### config.mk
export PLATFORM = sky130hd
export DESIGN_NAME = pipeline_ctrl
export DESIGN_NICKNAME = d
export VERILOG_FILES = /design/src/rtl/pipeline_ctrl.sv
export SDC_FILE = /design/constraint.sdc
export NUM_CORES = 1
export LEC_CHECK = 0
export BUFFER_PORTS_ARGS = -buffer_cell sky130_fd_sc_hd__buf_2
export CORE_MARGIN = 5
export CORE_UTILIZATION = 48
export DETAILED_ROUTE_END_ITERATION = 6
export PLACE_DENSITY_LB_ADDON = 0.3
export SLEW_MARGIN = 20
export SYNTH_ARGS = -nofsm -noshare
export SYNTH_HDL_FRONTEND = slang
export SYNTH_SLANG_ARGS = --single-unit
### constraint.sdc
create_clock -name clock -period 4.75 [get_ports clock]
set_clock_uncertainty 0.2 [all_clocks]
set_input_delay 0.7125 -clock clock [delete_from_list [all_inputs] [get_ports clock]]
set_output_delay 0.7125 -clock clock [all_outputs]
set_load 0.02 [all_outputs]
### src/rtl/pipeline_ctrl.sv
// Stall/flush sequencer for the 5-stage pipeline: load-use bubbles, branch flushes,
// data-memory wait freezes, halt/drain/resume and a sticky memory-timeout trap.
module pipeline_ctrl #(
   parameter int MEM_TIMEOUT  = 16,
   parameter int DRAIN_CYCLES = 4
) (
   input  logic       clock,
   input  logic       reset,
   input  logic [4:0] id_rs1,
   input  logic [4:0] id_rs2,
   input  logic       id_uses_rs1,
   input  logic       id_uses_rs2,
   input  logic [4:0] ex_rd,
   input  logic       ex_memtoreg,
   input  logic       ex_reg_en,
   input  logic       ex_branch_taken,
   input  logic       mem_req,
   input  logic       mem_ready,
   input  logic       halt_req,
   input  logic       resume,
   output logic       pc_en,
   output logic       if_id_en,
   output logic       id_ex_en,
   output logic       ex_mem_en,
   output logic       mem_wb_en,
   output logic       if_id_flush,
   output logic       id_ex_flush,
   output logic       ex_mem_flush,
   output logic       mem_wb_flush,
   output logic [1:0] state,
   output logic       halted,
   output logic       mem_timeout
);

   typedef enum logic [1:0] {
      RUN      = 2'd0,
      MEM_WAIT = 2'd1,
      DRAIN    = 2'd2,
      HALTED   = 2'd3
   } state_t;

   localparam int WAIT_W  = $clog2(MEM_TIMEOUT + 1);
   localparam int DRAIN_W = $clog2(DRAIN_CYCLES + 1);
   localparam logic [WAIT_W-1:0]  WAIT_LAST  = WAIT_W'(MEM_TIMEOUT - 1);
   localparam logic [WAIT_W-1:0]  WAIT_MAX   = WAIT_W'(MEM_TIMEOUT);
   localparam logic [DRAIN_W-1:0] DRAIN_LAST = DRAIN_W'(DRAIN_CYCLES - 1);

   // Bit positions inside en_vec / flush_vec
   localparam int PC = 4;
   localparam int IF_ID = 3;
   localparam int ID_EX = 2;
   localparam int EX_MEM = 1;
   localparam int MEM_WB = 0;

   state_t              state_reg;
   logic [WAIT_W-1:0]   wait_cnt_reg;
   logic [DRAIN_W-1:0]  drain_cnt_reg;
   logic                halted_reg;
   logic                mem_timeout_reg;

   logic                busy;
   logic                timeout_hit;
   logic                load_use;
   logic [4:0]          id_rs [2];
   logic [1:0]          id_uses;
   logic [1:0]          src_hit;
   logic [4:0]          en_vec;
   logic [3:0]          flush_vec;

   assign busy        = mem_req & ~mem_ready;
   assign timeout_hit = busy && (wait_cnt_reg == WAIT_LAST);

   assign id_rs[0]   = id_rs1;
   assign id_rs[1]   = id_rs2;
   assign id_uses[0] = id_uses_rs1;
   assign id_uses[1] = id_uses_rs2;

   generate
      for (genvar gi = 0; gi < 2; gi++) begin : g_src
         assign src_hit[gi] = id_uses[gi] & (id_rs[gi] == ex_rd);
      end
   endgenerate

   assign load_use = ex_memtoreg & ex_reg_en & (ex_rd != 5'd0) & (|src_hit);

   always_comb begin
      en_vec    = '1;
      flush_vec = '0;
      if (reset) begin
         en_vec    = '0;
         flush_vec = '1;
      end else begin
         case (state_reg)
            RUN, MEM_WAIT: begin
               if (busy) begin
                  en_vec = '0;
               end else if (ex_branch_taken) begin
                  flush_vec[IF_ID] = 1'b1;
                  flush_vec[ID_EX] = 1'b1;
                  en_vec[PC]       = ~halt_req;
               end else if (halt_req) begin
                  en_vec[PC]       = 1'b0;
                  flush_vec[IF_ID] = 1'b1;
               end else if (load_use) begin
                  en_vec[PC]       = 1'b0;
                  en_vec[IF_ID]    = 1'b0;
                  flush_vec[ID_EX] = 1'b1;
               end
            end
            DRAIN: begin
               if (busy) begin
                  en_vec = '0;
               end else begin
                  en_vec[PC]       = 1'b0;
                  flush_vec[IF_ID] = 1'b1;
               end
            end
            default: en_vec = '0;
         endcase
      end
   end

   assign pc_en        = en_vec[PC];
   assign if_id_en     = en_vec[IF_ID];
   assign id_ex_en     = en_vec[ID_EX];
   assign ex_mem_en    = en_vec[EX_MEM];
   assign mem_wb_en    = en_vec[MEM_WB];
   assign if_id_flush  = flush_vec[IF_ID];
   assign id_ex_flush  = flush_vec[ID_EX];
   assign ex_mem_flush = flush_vec[EX_MEM];
   assign mem_wb_flush = flush_vec[MEM_WB];

   always_ff @(posedge clock) begin
      if (reset) begin
         state_reg       <= RUN;
         wait_cnt_reg    <= '0;
         drain_cnt_reg   <= '0;
         halted_reg      <= 1'b0;
         mem_timeout_reg <= 1'b0;
      end else begin
         if (!busy)
            wait_cnt_reg <= '0;
         else if (wait_cnt_reg != WAIT_MAX)
            wait_cnt_reg <= wait_cnt_reg + 1'b1;

         if (timeout_hit) begin
            state_reg       <= HALTED;
            halted_reg      <= 1'b1;
            mem_timeout_reg <= 1'b1;
            drain_cnt_reg   <= '0;
         end else begin
            case (state_reg)
               RUN, MEM_WAIT: begin
                  // A halt request enters DRAIN whether or not a branch is also flushing.
                  if (busy) begin
                     state_reg <= MEM_WAIT;
                  end else if (halt_req) begin
                     state_reg     <= DRAIN;
                     drain_cnt_reg <= DRAIN_W'(1);
                  end else begin
                     state_reg <= RUN;
                  end
               end
               DRAIN: begin
                  if (!busy) begin
                     if (drain_cnt_reg == DRAIN_LAST) begin
                        state_reg     <= HALTED;
                        halted_reg    <= 1'b1;
                        drain_cnt_reg <= '0;
                     end else begin
                        drain_cnt_reg <= drain_cnt_reg + 1'b1;
                     end
                  end
               end
               default: begin
                  if (resume && !mem_timeout_reg) begin
                     state_reg  <= RUN;
                     halted_reg <= 1'b0;
                  end
               end
            endcase
         end
      end
   end

   assign state       = state_reg;
   assign halted      = halted_reg;
   assign mem_timeout = mem_timeout_reg;

endmodule
Yosys cells after proc, flatten, opt, wreduce, memory -nomap -nowiden. Cells that the tools add are included.

Bits in registers: 12. Bits of input ports: 26. Output and inout port bits: 13. Logic and storage cells: 81.

$add $sub $neg: 2. Equality and inequality tests: 13. Multiplexer cells: 37. Bitwise gates (word level): 9. Reduce and logical (&&, ||, !) cells: 15.

Operators with widths (count): $mux 2 (12); $mux 3 (5); $mux 1 (13); $eq 5x5->1 (2); $pmux 5 s2 (1); $ne 2x2->1 const B (4); $reduce_and 4->1 (2); $reduce_or 2->1 (4); $and 1x1->1 (6); $ne 3x3->1 const B (2); $pmux 3 s2 (1); $add 5x1->5 const B (1); $eq 5x4->1 const B (1); $mux 5 (1); $ne 5x5->1 const B (1); $reduce_bool 5->1 (1); $mux 4 (1); $pmux 1 s2 (2); $pmux 2 s2 (1); $reduce_bool 4->1 (1); $add 3x1->3 const B (1); $eq 3x2->1 const B (1); $not 1->1 (3); $reduce_and 3->1 (1); other kinds (7) (8).

Depth between registers and ports, before layout.
Word-level depth: 10. Depth in mapped cells: 7. Gate-level depth less buffers: 6.

Least setup slack after synthesis. OpenSTA, ideal clock, no wires.

Path type: input to output. Start point: input ex_rd[0]. End point: output id_ex_flush. Arrival time: 1878 ps. Required time: 3838 ps. Setup slack: 1959 ps. Cell stages on the path: 4. Path buffers: 0. Cell sequence: or4_1 -> o211ai_2 -> nor4_1 -> a221o_1.

Longest elaborated chain between the ends: 10. Elaborated cells on any way between the ends: 14. Classes of those cells: eq/ne (2); mux (6); bitwise (4); reduce/logical (2).

Ends and longest elaborated chain: start, declared (RTL line 13) `input logic [4:0] ex_rd,`; $eq 5x5->1 (RTL line 80) `assign src_hit[gi] = id_uses[gi] & (id_rs[gi] == ex_rd);`; $and 1x1->1 (RTL line 80); $reduce_or 2->1 (RTL line 84) `assign load_use = ex_memtoreg & ex_reg_en & (ex_rd != 5'd0) & (|src_hit);`; $and 1x1->1 * (RTL line 84); $mux 1 * (RTL line 104) `end else if (load_use) begin`; $mux 1 * (RTL line 101) `end else if (halt_req) begin`; $mux 2 * (RTL line 97) `end else if (ex_branch_taken) begin`; $mux 2 * (RTL line 95) `if (busy) begin`; $mux 1 * (RTL line 93) `case (state_reg)`; $mux 2 * (RTL line 89) `if (reset) begin`; end, declared (RTL line 27) `output logic id_ex_flush,`.

Mark *: on every way between the ends. The rest lies on a longest branch, timed or not.

Worst setup path after layout. Ends and elaborated chain as after synthesis.

==> impl_results.md <==
* Status: finished clean
* Max incr delay on CP at 0.55 ns
* Std cell rows at 15
* Synth warn at 0
* ANT cells at 0
* CTS resizes at 0
* Worst hold-check slack at 0.281 ns
* Post-DRT Antenna Nets at 0
* Crit Path Class: input pin to primary output
* Cell Int Power at 0.178 mW
* PD cells at 245 nW/µm²
* Placeable Area at 1690 µm²
* Clock root cell: clkbuf_4
* Largest net degree at the start of global routing at 15
* Peak Freq at 329 MHz
* Port bufs at 38
* Max FFs per register at 5
* Cts bufs inserted at 3
* Chip Height at 51.5 µm
* Logic pwr share at 24.6%
* Share of cells above drive strength 1 at 32.6%
* Layout Utilization at 60.9%
* First-pass GRT wire length at 3270 µm
* Hold path depth at 2
* Worst-path clk slew at 0.08 ns
* Critical R2R Launch: wait_cnt_reg[1]$_SDFFE_PP0P_
* CP dominant cell by count: buf_2
* Crit path max-delay family: simple AND/OR/NAND/NOR gates
* Mapped Avg Cell Area at 8.03 µm²
* Sw Ratio at 29.3%
* Congestion Overflow GR at 0
* Worst Tran Pin Value at 0.572 ns
* Switch Pwr at 0.0739 mW
* Worst-path fanout max at 3
* Clock share of power at 32.8%
* CP Capture Type: primary output
* Max VDD drop at 0.201 mV
* TritonCTS Sinks at 12
* RSZ-0062 raised after global routing: false
* 1st-iter DRT viols at 11
* Setup Fix Bufs, Post-CTS at 0
* Hold Crit Start: halted$_SDFFE_PP0P_
* R2R depth at 6
* Setup TNS at 0 ns
* Die area at 2650 µm²
* DR pass1 iterations at 4
* Htree depth at 1
* Fraction of the yosys area taken by sequential cells at 29.0%
* Reg2reg end: state[0]$_SDFFE_PP0P_
* Vias in the first global route at 794
* Total number of vias at 805
* Fill count at 169
* Worst-Skew Late Latency at 0.28 ns
* Hold Path Sink: halted$_SDFFE_PP0P_
* I/O pin total at 39
* Required time worst endpoint at 3.84 ns
* Fin. max-slew vios at 0
* Synthesized cell area at 827 µm²
* Post-Syn Nets at 133
* Placed cells at 151
* Final nets at 169
* CP Cell Sequence: buf_2, or4_1, o211ai_2, nor4_1, a221o_1, buf_2
* Hold Crit Class: flip-flop to flip-flop
* CP Data Arrival Time at 2.13 ns
* Max Cap Viol at 0
* CTS tree: done
* Reg2reg setup slack at 2.89 ns
* Hpwl dp at 1580 µm
* CTS hold repair buffers at 0
* Tot GR Track Use at 16.1%
* Gp weighted congestion at 0.818
* Synth cell types at 34
* Initial Util at 49.0%
* Drt total wl at 1880 µm
* Final Hold Vio Count at 0
* Total power draw at 0.252 mW
* DR vias/cell at 5.19
* Worst setup SP type: input pin
* Critical path buffers and inverters at 2
* Die width at 51.5 µm
* Leak at 0.458 nW
* Area Growth Syn to Fin at 24.4%
* Crit path time final at 3.04 ns
* Initial antenna violation count at 0
* Final period utilization at 64.0%
* Longest Clk Path Bufs at 2
* #FFs+latches synth at 12
* Final setup fails at 0
* Final non-filler cell total at 155
* Sequential share of power at 42.6%
* Routed length per placed instance at 12.1 µm
* Syn Inst Count at 103
* Normalized max-slew margin at 61.6%
* Slowest CP cell: or4_1
* Drt drc at 0
-- layout make-up --
class	instances	area (µm²)	area share [%]
clock buffer	4	36.3	3.53
inverter	5	18.8	1.82
multi-input combinational	79	522	50.7
sequential	12	240	23.4
tap	17	21.3	2.07
timing repair buffer	38	190	18.5
-- tightest hold or removal path: stages (launching register included) --
cell and delay, ns:
dfxtp_1 0.32, o21ai_0 0.07, a21oi_1 0.06
-- kinds of logic after synthesis --
group                      count (synthesis)  share of synthesized area [%]
and+or+nand+nor                           42                           26.0
buffers and inverters                     12                           7.87
DFF                                       12                           29.0
adders and majority gates                  4                           6.05
muxes                                      2                           2.42
AOI/OAI and AO/OA                         18                           14.8
xor gates and xnor gates                  13                           13.8
-- layer usage --
| layer | vias up | routed length, µm | GRT usage (%) | share of wire, % |
|---|---|---|---|---|
| met3 | 0 | 87 | 6.02 | 4.6 |
| met1 | 366 | 791 | 17.4 | 42 |
| met5 | - | 0 | 0 | 0 |
| met4 | 0 | 0 | 3.93 | 0 |
| li1 | 421 | - | - | - |
| met2 | 18 | 998 | 29.2 | 53 |
-- cell usage in the layout (no fill, tap or decap), types with 4 or more instances in the layout --
master   count
nor3_1       5
buf_2       38
xnor2_1     12
nand2_1     10
a21oi_1      7
nor2b_1      4
nor2_1       9
dfxtp_1     12
ha_1         4
inv_1        5
-- power by group through the flow --
stage          Clock (mW)  Combinational, mW  Sequential (mW)
2_1_floorplan           0             0.0411            0.110
3_3_place_gp            0             0.0610            0.110
3_5_place_dp            0             0.0625            0.110
4_1_cts            0.0862             0.0627            0.107
5_1_grt            0.0920             0.0688            0.108
6_report           0.0827             0.0621            0.108
-- worst max path at each step --
stage | start | end | cells past startpoint
4_1_cts | ex_rd[0] | id_ex_flush | 6
6_report | ex_rd[0] | id_ex_flush | 6
3_3_place_gp | ex_rd[0] | id_ex_flush | 6
5_1_grt | ex_rd[0] | id_ex_flush | 6
2_1_floorplan | ex_rd[0] | id_ex_flush | 4
3_5_place_dp | ex_rd[0] | id_ex_flush | 6
-- synth_stat cells --
master | instances | area (µm²)
o21ai_1 | 1 | 5.00
nor4b_1 | 1 | 8.76
xor2_1 | 1 | 8.76
nor4_1 | 1 | 6.26
ha_1 | 4 | 50.1
a21boi_1 | 1 | 7.51
and2_0 | 1 | 6.26
a31oi_1 | 1 | 6.26
nor2_1 | 9 | 33.8
a221oi_1 | 1 | 8.76
inv_1 | 5 | 18.8
or4_1 | 1 | 7.51
and2b_2 | 1 | 8.76
xnor2_1 | 12 | 105
o21ai_0 | 2 | 10.0
a21boi_0 | 1 | 7.51
a221o_1 | 1 | 10.0
nor3_1 | 5 | 25.0
mux2i_1 | 2 | 20.0
nand3_1 | 1 | 5.00
clkbuf_1 | 1 | 3.75
o21bai_1 | 1 | 7.51
o211ai_2 | 1 | 12.5
o22ai_2 | 1 | 12.5
buf_2 | 1 | 5.00
nand2_1 | 10 | 37.5
nand4_1 | 2 | 12.5
dfxtp_1 | 12 | 240
a21oi_1 | 7 | 35.0
nor3b_1 | 1 | 7.51
and3_1 | 2 | 12.5
nand2b_1 | 3 | 18.8
nor2b_1 | 4 | 25.0
buf_4 | 5 | 37.5
-- per-stage QoR --
step / setup slack (ns) / area [µm²]
after global placement: 1.73 / 992
final: 1.71 / 1030
after global routing: 1.61 / 1030
after detailed placement: 1.71 / 992
after floorplan: 1.96 / 827
after CTS: 1.71 / 1030
No activity file was read; power rests on OpenSTA's default activity.
